[src/rtl/if_stage.sv]
// ============================================================================
// if_stage : MIPS instruction-fetch stage with single-outstanding imem port and
//            IF/ID slot; IF_ALIGN_CHECK_EN enables the misaligned-PC trap.
// Revision : 1.0
// ============================================================================
`default_nettype none

module if_stage #(
    parameter logic [31:0] RESET_PC = 32'h0000_0000,
    parameter logic [31:0] NOP_INS  = 32'h0000_0000
) (
    input  logic        clk,
    input  logic        rst_n,
    input  logic        stall,
    input  logic        jmp_flag,
    input  logic [31:0] jmp_addr,
    output logic        imem_req,
    output logic [31:0] imem_addr,
    input  logic        imem_rvalid,
    input  logic [31:0] imem_rdata,
    output logic        id_valid,
    output logic [31:0] id_ins,
    output logic [31:0] id_pc,
    output logic        if_exc
);

`ifdef IF_ALIGN_CHECK_EN
    typedef enum logic [2:0] {
        S_IDLE = 3'd0,
        S_REQ  = 3'd1,
        S_WAIT = 3'd2,
        S_HOLD = 3'd3,
        S_ERR  = 3'd4
    } state_t;
`else
    typedef enum logic [1:0] {
        S_IDLE = 2'd0,
        S_REQ  = 2'd1,
        S_WAIT = 2'd2,
        S_HOLD = 2'd3
    } state_t;
`endif

    state_t      state_q,    state_d;
    logic [31:0] pc_q,       pc_d;
    logic        imem_req_q, imem_req_d;
    logic        id_valid_q, id_valid_d;
    logic [31:0] id_ins_q,   id_ins_d;
    logic [31:0] id_pc_q,    id_pc_d;
    logic [31:0] hold_q,     hold_d;
    logic        tgt_pend_q, tgt_pend_d;
    logic [31:0] tgt_q,      tgt_d;

    logic        slot_free;
    logic        consume;
    logic        load;
    logic [31:0] load_ins;
    logic [31:0] pc_inc;
    logic [31:0] next_pc;

`ifdef IF_ALIGN_CHECK_EN
    logic        if_exc_q, if_exc_d;
    logic        exc_load;
`endif

    assign slot_free = !id_valid_q || !stall;
    // A branch is sampled exactly once: when decode lets it leave the slot.
    assign consume   = id_valid_q && !stall && jmp_flag;
    assign pc_inc    = pc_q + 32'd4;

    always_comb begin
        state_d  = state_q;
        hold_d   = hold_q;
        load     = 1'b0;
        load_ins = NOP_INS;
`ifdef IF_ALIGN_CHECK_EN
        exc_load = 1'b0;
`endif
        case (state_q)
            S_IDLE: state_d = S_REQ;
            S_REQ: begin
`ifdef IF_ALIGN_CHECK_EN
                if (pc_q[1:0] != 2'b00) begin
                    if (slot_free) begin
                        exc_load = 1'b1;
                        state_d  = S_ERR;
                    end
                end else begin
                    state_d = S_WAIT;
                end
`else
                state_d = S_WAIT;
`endif
            end
            S_WAIT: begin
                if (imem_rvalid) begin
                    if (slot_free) begin
                        load     = 1'b1;
                        load_ins = imem_rdata;
                        state_d  = S_REQ;
                    end else begin
                        hold_d  = imem_rdata;
                        state_d = S_HOLD;
                    end
                end
            end
            S_HOLD: begin
                if (!stall) begin
                    load     = 1'b1;
                    load_ins = hold_q;
                    state_d  = S_REQ;
                end
            end
`ifdef IF_ALIGN_CHECK_EN
            S_ERR: state_d = S_ERR;
`endif
            default: state_d = S_IDLE;
        endcase
    end

    // Every load is the delay slot whenever a target is pending, so the
    // pending target (or a same-cycle branch target) replaces pc+4 then.
    always_comb begin
        tgt_pend_d = tgt_pend_q;
        tgt_d      = tgt_q;
        next_pc    = pc_inc;
        if (load) begin
            if (tgt_pend_q) begin
                next_pc    = tgt_q;
                tgt_pend_d = 1'b0;
            end else if (consume) begin
                next_pc = jmp_addr;
            end
        end else if (consume) begin
            tgt_pend_d = 1'b1;
            tgt_d      = jmp_addr;
        end
    end

    always_comb begin
        pc_d       = pc_q;
        id_valid_d = id_valid_q;
        id_ins_d   = id_ins_q;
        id_pc_d    = id_pc_q;
`ifdef IF_ALIGN_CHECK_EN
        if_exc_d   = if_exc_q;
`endif
        if (load) begin
            id_valid_d = 1'b1;
            id_ins_d   = load_ins;
            id_pc_d    = pc_q;
            pc_d       = next_pc;
`ifdef IF_ALIGN_CHECK_EN
        end else if (exc_load) begin
            id_valid_d = 1'b1;
            id_ins_d   = NOP_INS;
            id_pc_d    = pc_q;
            if_exc_d   = 1'b1;
`endif
        end else if (!stall) begin
            id_valid_d = 1'b0;
            id_ins_d   = NOP_INS;
        end
    end

    // Request is registered from the next state so it is high for the
    // whole REQ cycle and never for a misaligned address.
`ifdef IF_ALIGN_CHECK_EN
    assign imem_req_d = (state_d == S_REQ) && (pc_d[1:0] == 2'b00);
`else
    assign imem_req_d = (state_d == S_REQ);
`endif

    always_ff @(posedge clk or negedge rst_n) begin
        if (!rst_n) begin
            state_q    <= S_IDLE;
            pc_q       <= RESET_PC;
            imem_req_q <= 1'b0;
            id_valid_q <= 1'b0;
            id_ins_q   <= NOP_INS;
            id_pc_q    <= 32'h0000_0000;
            hold_q     <= 32'h0000_0000;
            tgt_pend_q <= 1'b0;
            tgt_q      <= 32'h0000_0000;
`ifdef IF_ALIGN_CHECK_EN
            if_exc_q   <= 1'b0;
`endif
        end else begin
            state_q    <= state_d;
            pc_q       <= pc_d;
            imem_req_q <= imem_req_d;
            id_valid_q <= id_valid_d;
            id_ins_q   <= id_ins_d;
            id_pc_q    <= id_pc_d;
            hold_q     <= hold_d;
            tgt_pend_q <= tgt_pend_d;
            tgt_q      <= tgt_d;
`ifdef IF_ALIGN_CHECK_EN
            if_exc_q   <= if_exc_d;
`endif
        end
    end

    assign imem_req  = imem_req_q;
    assign imem_addr = pc_q;
    assign id_valid  = id_valid_q;
    assign id_ins    = id_ins_q;
    assign id_pc     = id_pc_q;
`ifdef IF_ALIGN_CHECK_EN
    assign if_exc    = if_exc_q;
`else
    assign if_exc    = 1'b0;
`endif

endmodule

`default_nettype wire

[config.mk]
export PLATFORM = sky130hd
export DESIGN_NAME = if_stage
export DESIGN_NICKNAME = d
export VERILOG_FILES = /design/src/rtl/if_stage.sv
export SDC_FILE = /design/constraint.sdc
export NUM_CORES = 1
export LEC_CHECK = 0
export ABC_AREA = 1
export ABC_CLOCK_PERIOD_IN_PS = 1900
export CORE_ASPECT_RATIO = 1.4
export CORE_UTILIZATION = 51
export DETAILED_ROUTE_END_ITERATION = 10
export GPL_ROUTABILITY_DRIVEN = 1
export GPL_TIMING_DRIVEN = 0
export PLACE_DENSITY = 0.8
export SLEW_MARGIN = 10
export SYNTH_ARGS = -nofsm -noshare
export SYNTH_HDL_FRONTEND = slang
export SYNTH_SLANG_ARGS = --single-unit
[constraint.sdc]
create_clock -name clk -period 1.9 [get_ports clk]
set_input_delay 0.38 -clock clk [delete_from_list [all_inputs] [get_ports clk]]
set_output_delay 0.38 -clock clk [all_outputs]
set_load 0.01 [all_outputs]
==> results.md, run 1 <==
- At the later pin of the worst-skew pair, clock insertion delay measures 0.42 ns.
- For the pin with the worst max-slew slack, the measured transition is 0.709 ns.
- Across the run, the number of max-cap violations was 0.
- The simple logic cell fraction of the synthesized area is 0.219.
- The slack of the worst reg-to-reg path is 0.09 ns.
- The H-tree was split into 4 levels.
- Sorting the synthesized cells by area gives the leading types as sky130_fd_sc_hd__dfrtp_1, sky130_fd_sc_hd__nand2_1, sky130_fd_sc_hd__o21ai_0.
- The number of cell instances on the worst register-to-register path is 7.
- The worst slack at placement is -0.604 ns.
- The count of unresolved DRC violations after routing is 0.
- STA classifies the critical path endpoint as an output pin.
- The netlist area before placement is 7680 um2.
- The total clock buffers created by CTS is 17.
- For this design the ratio of total power to cell area is 1670 nW/um2.
- The element type at the critical path start is a flip-flop.
- The routed layout has 7149 vias.
- For the worst setup path, the data arrival time is 1.48 ns.
- The predominant post-synthesis flop cell is sky130_fd_sc_hd__dfrtp_1.
- The synthesized design contains 0 enable-type register cells.
- For this run, the detailed router's first-pass iteration total came to 5.
- The library cell used as clock root buffer is sky130_fd_sc_hd__clkbuf_16.
- The area fraction in compound gates after synthesis was 0.145.
- Setup repair after global routing could not meet its margin everywhere.
- In the global route stage, overall resource usage came out at 0.303.
- The final-report max-slew violation count is 0.
- In this run the critical register-to-register path is captured at imem_addr[27].
- The die outline width is 106 um.
- The first-pass GRT wire length is 36700 um.
- By instance count, the leading cell after synthesis is sky130_fd_sc_hd__nand2_1.
- The initial utilization of the core area, before any placement, comes to 0.527.
- For this run, the number of Yosys warnings is 0.
- The commonest cells after synthesis are sky130_fd_sc_hd__nand2_1, sky130_fd_sc_hd__dfrtp_1, sky130_fd_sc_hd__o21ai_0.
- The net count after synthesis is 1025.
- The category of cells accounting for the largest share of critical-path delay is buffers and inverters.
- Summing all non-filler instances in the final layout gives an area of 10300 um2.
- The number of antenna diodes in the final layout is 0.
- Detailed placement finished with a half-perimeter wire length of 16500 um.
- The mean instance size in the synthesized netlist is 8.04 um2.
- The count of buffers added on input and output ports is 166.
- The placer congestion estimate is 0.872.
- The clock period could shrink to 1.86 ns.
- The data required time at the worst endpoint is 1.52 ns.
- The routed design uses 11300 um of met2 wire.
- The clock drives 165 sinks.
- The path class of the tightest hold or removal check is reg -> reg.
- Of the cells placed in the final design, the portion with a size suffix greater than 1 is 0.0615.
- The most critical setup path has its endpoint at imem_addr[23].
- In this run the critical register-to-register path is launched from state_q[1].
- The overflow left after global routing is 0.
- Counting the fill cells in the layout gives 1220.
- Synthesis handed over a netlist of 955 instances.
- The startpoint of the most critical setup path is imem_addr[23].
- The worst setup path is of the reg -> out kind.
- The maximum fanout encountered on the critical timing path is 5.
- The synthesized flop and latch total is 165.
- Measured against its own limit, the worst slew margin works out to 0.527.
- The area growth from synthesis to layout is 34.7%.
- Clock-pin slew was measured on the worst setup and hold paths at 0.06 ns.
- The initialized floorplan defines 52 standard-cell rows.
- The worst hold slack is 0.475 ns.
- After synthesis, the netlist uses 31 different library cells.
- The portion of netlist area occupied by mux cells is 0.0161.
- Of the total synthesized cell area, the portion taken by XOR and XNOR cells is 0.00684.
- The logic depth of the worst path, buffers included is 1.
- The library cell contributing the largest single delay on the critical path is sky130_fd_sc_hd__clkdlybuf4s50_1.
- The placed instances occupy a cell area of 9610 um2.
- The share of async-settable or async-resettable flops after synthesis is 1.00.
- The run finished with clean final reports.
- The floorplan step defined a core boundary enclosing 14600 um2.
- Summing internal, switching and leakage power gives 17.3 mW.
- For this block, the routed nets add up to 22600 um of wire.
- The initial antenna violation count came to 0.
- In this run the remaining antenna-violating nets after routing total 0.
- The biggest area consumer among synthesized cells is sky130_fd_sc_hd__dfrtp_1.
- The buffer levels on the longest clock path is 2.
- Setup violations remaining at the end of the flow were counted as 0.
- In this run the count of I/O pins placed on the die edge is 168.
- By area, the combinational part of the netlist is dominated by simple AND/OR/NAND/NOR gates.
- The number of placed instances, taps included, is 1311.
- The final cell count without fillers is 1343.
- The leakage power summed over all cells is 4.85 nW.
- The fraction of synthesized cell area taken by the top area cell type is 0.538.
- The clock tree from TritonCTS is yes.
- The average wire length per cell after detail routing is 16.8 um.
- The critical path's largest stage delay is 0.59 ns.
- The highest signal layer in the routed design is met4.
- After the first detailed-routing iteration, the DRC count stood at 502.
- Once layout is complete, the utilization of the core stands at 0.710.
- The net count of the finished layout is 1213.
- The die area is 15600 um2.
- The via count of the first global-routing pass is 7188.
- Of the total synthesized cell area, the portion taken by full adders, half adders and majority gates is 0.00163.
- For this run, the register share of the synthesized area comes to 0.538.
- The maximum number of pins on one net before global-route repair is 94.
- The vertical extent of the die is 147 um.
- The critical path buffer and inverter count is 1.
- The via-per-instance ratio is 5.32.
- Dividing the final minimum period by the clock period gives 0.980.
- Summed over all failing endpoints, the final setup total negative slack is 0 ns.
- Wire segments on met3 add up to 1610 um in the final route.
- The hold violation count in the final report is 0.
- The highest clock rate is 537 MHz.
- IR analysis of the VDD net gives a maximum drop of 0.899 mV.
- After detailed routing, the wire length on met1 is 8800 um.
- Clock skew on the completed layout was measured at 0.00946 ns.
- Walking the worst path, the cells encountered are clkdlybuf4s50_1.
- Across all setup checks in the final design, the least slack found is 0.0384 ns.
==> worst min-delay path by stage <==
stage          slack, ns          to  cells past startpoint       from
6_report            0.48    id_pc[3]                      2   id_pc[3]
5_1_grt             0.50   id_pc[17]                      2  id_pc[17]
4_1_cts             0.48   id_pc[28]                      2  id_pc[28]
3_5_place_dp        0.38  id_ins[28]                      1      rst_n
3_3_place_gp        0.45   tgt_q[20]                      2  tgt_q[20]
2_1_floorplan       0.08   hold_q[0]                      0      rst_n
==> report_power, final <==
part	switching, mW	internal [mW]
registers	1.19	5.17
clock network	1.42	2.23
logic	3.97	3.27
total	6.58	10.7
==> worst register-to-register path: cells and delay by family, from the launching register on <==
kind,cells,cell delay (ns)
simple gates,3,0.41
flops,1,0.37
buf+inv,2,0.64
compound gates,2,0.31
==> cell families after synthesis <==
family / after synthesis
adders and majority gates: 1
and+or+nand+nor: 429
buffers and inverters: 144
DFF: 165
AOI/OAI and AO/OA: 198
other: 1
muxes: 11
xor gates and xnor gates: 6
==> state kept, by name (all words and copies together), names as in the netlist <==
name        count
imem_addr      32
id_pc          32
state_q         2
imem_req        1
tgt_pend_q      1
id_valid        1
hold_q         32
id_ins         32
tgt_q          32
==> placed cells by master, fill, tap and decap left out, types with 17 or more instances in the layout <==
cell,n
sky130_fd_sc_hd__o21ai_0,103
sky130_fd_sc_hd__a21oi_1,44
sky130_fd_sc_hd__nand2_1,299
sky130_fd_sc_hd__inv_1,95
sky130_fd_sc_hd__dfrtp_1,161
sky130_fd_sc_hd__clkdlybuf4s50_1,164
sky130_fd_sc_hd__nor2_1,73
sky130_fd_sc_hd__o211ai_1,37
sky130_fd_sc_hd__nand3_1,39
sky130_fd_sc_hd__clkbuf_16,17
sky130_fd_sc_hd__clkbuf_1,30
==> routing by layer <==
layer	GRT usage	up-vias
li1	-	3434
met1	0.365	3338
met2	0.514	310
met3	0.0639	67
met4	0.151	0
met5	0	-
==> area by class of cell <==
| class | instances | area, um2 | share of cell area |
|---|---|---|---|
| flip-flops and latches | 165 | 4130 | 0.400 |
| multi-input cells | 646 | 3060 | 0.296 |
| repair buffers | 169 | 1710 | 0.165 |
| clock buffers | 19 | 443 | 0.0428 |
| inverters | 98 | 368 | 0.0356 |
| well taps | 189 | 236 | 0.0229 |
| plain buffers | 46 | 216 | 0.0209 |
| clock inverters | 11 | 176 | 0.0171 |
==> what timing repair did <==
action	4_1_cts	5_1_grt
cloned	0	0
endpoints found under the hold margin	72	0
hold buffers	1	0
setup endpoints to repair	102	28
setup buffers	1	0
resized for setup	13	20
pin swaps	1	3
Note: power is estimated with default switching activity, not from simulation.
==> run 2, diff against run 1 <==
--- a/config.mk
+++ b/config.mk
@@ -12,6 +12,7 @@
 export DETAILED_ROUTE_END_ITERATION = 10
 export GPL_ROUTABILITY_DRIVEN = 1
 export GPL_TIMING_DRIVEN = 0
+export HOLD_SLACK_MARGIN = 0.08
 export PLACE_DENSITY = 0.8
 export SLEW_MARGIN = 10
 export SYNTH_ARGS = -nofsm -noshare
==> results of run 2 <==
No change in the layout: final DEF, timing and power equal those of run 1.
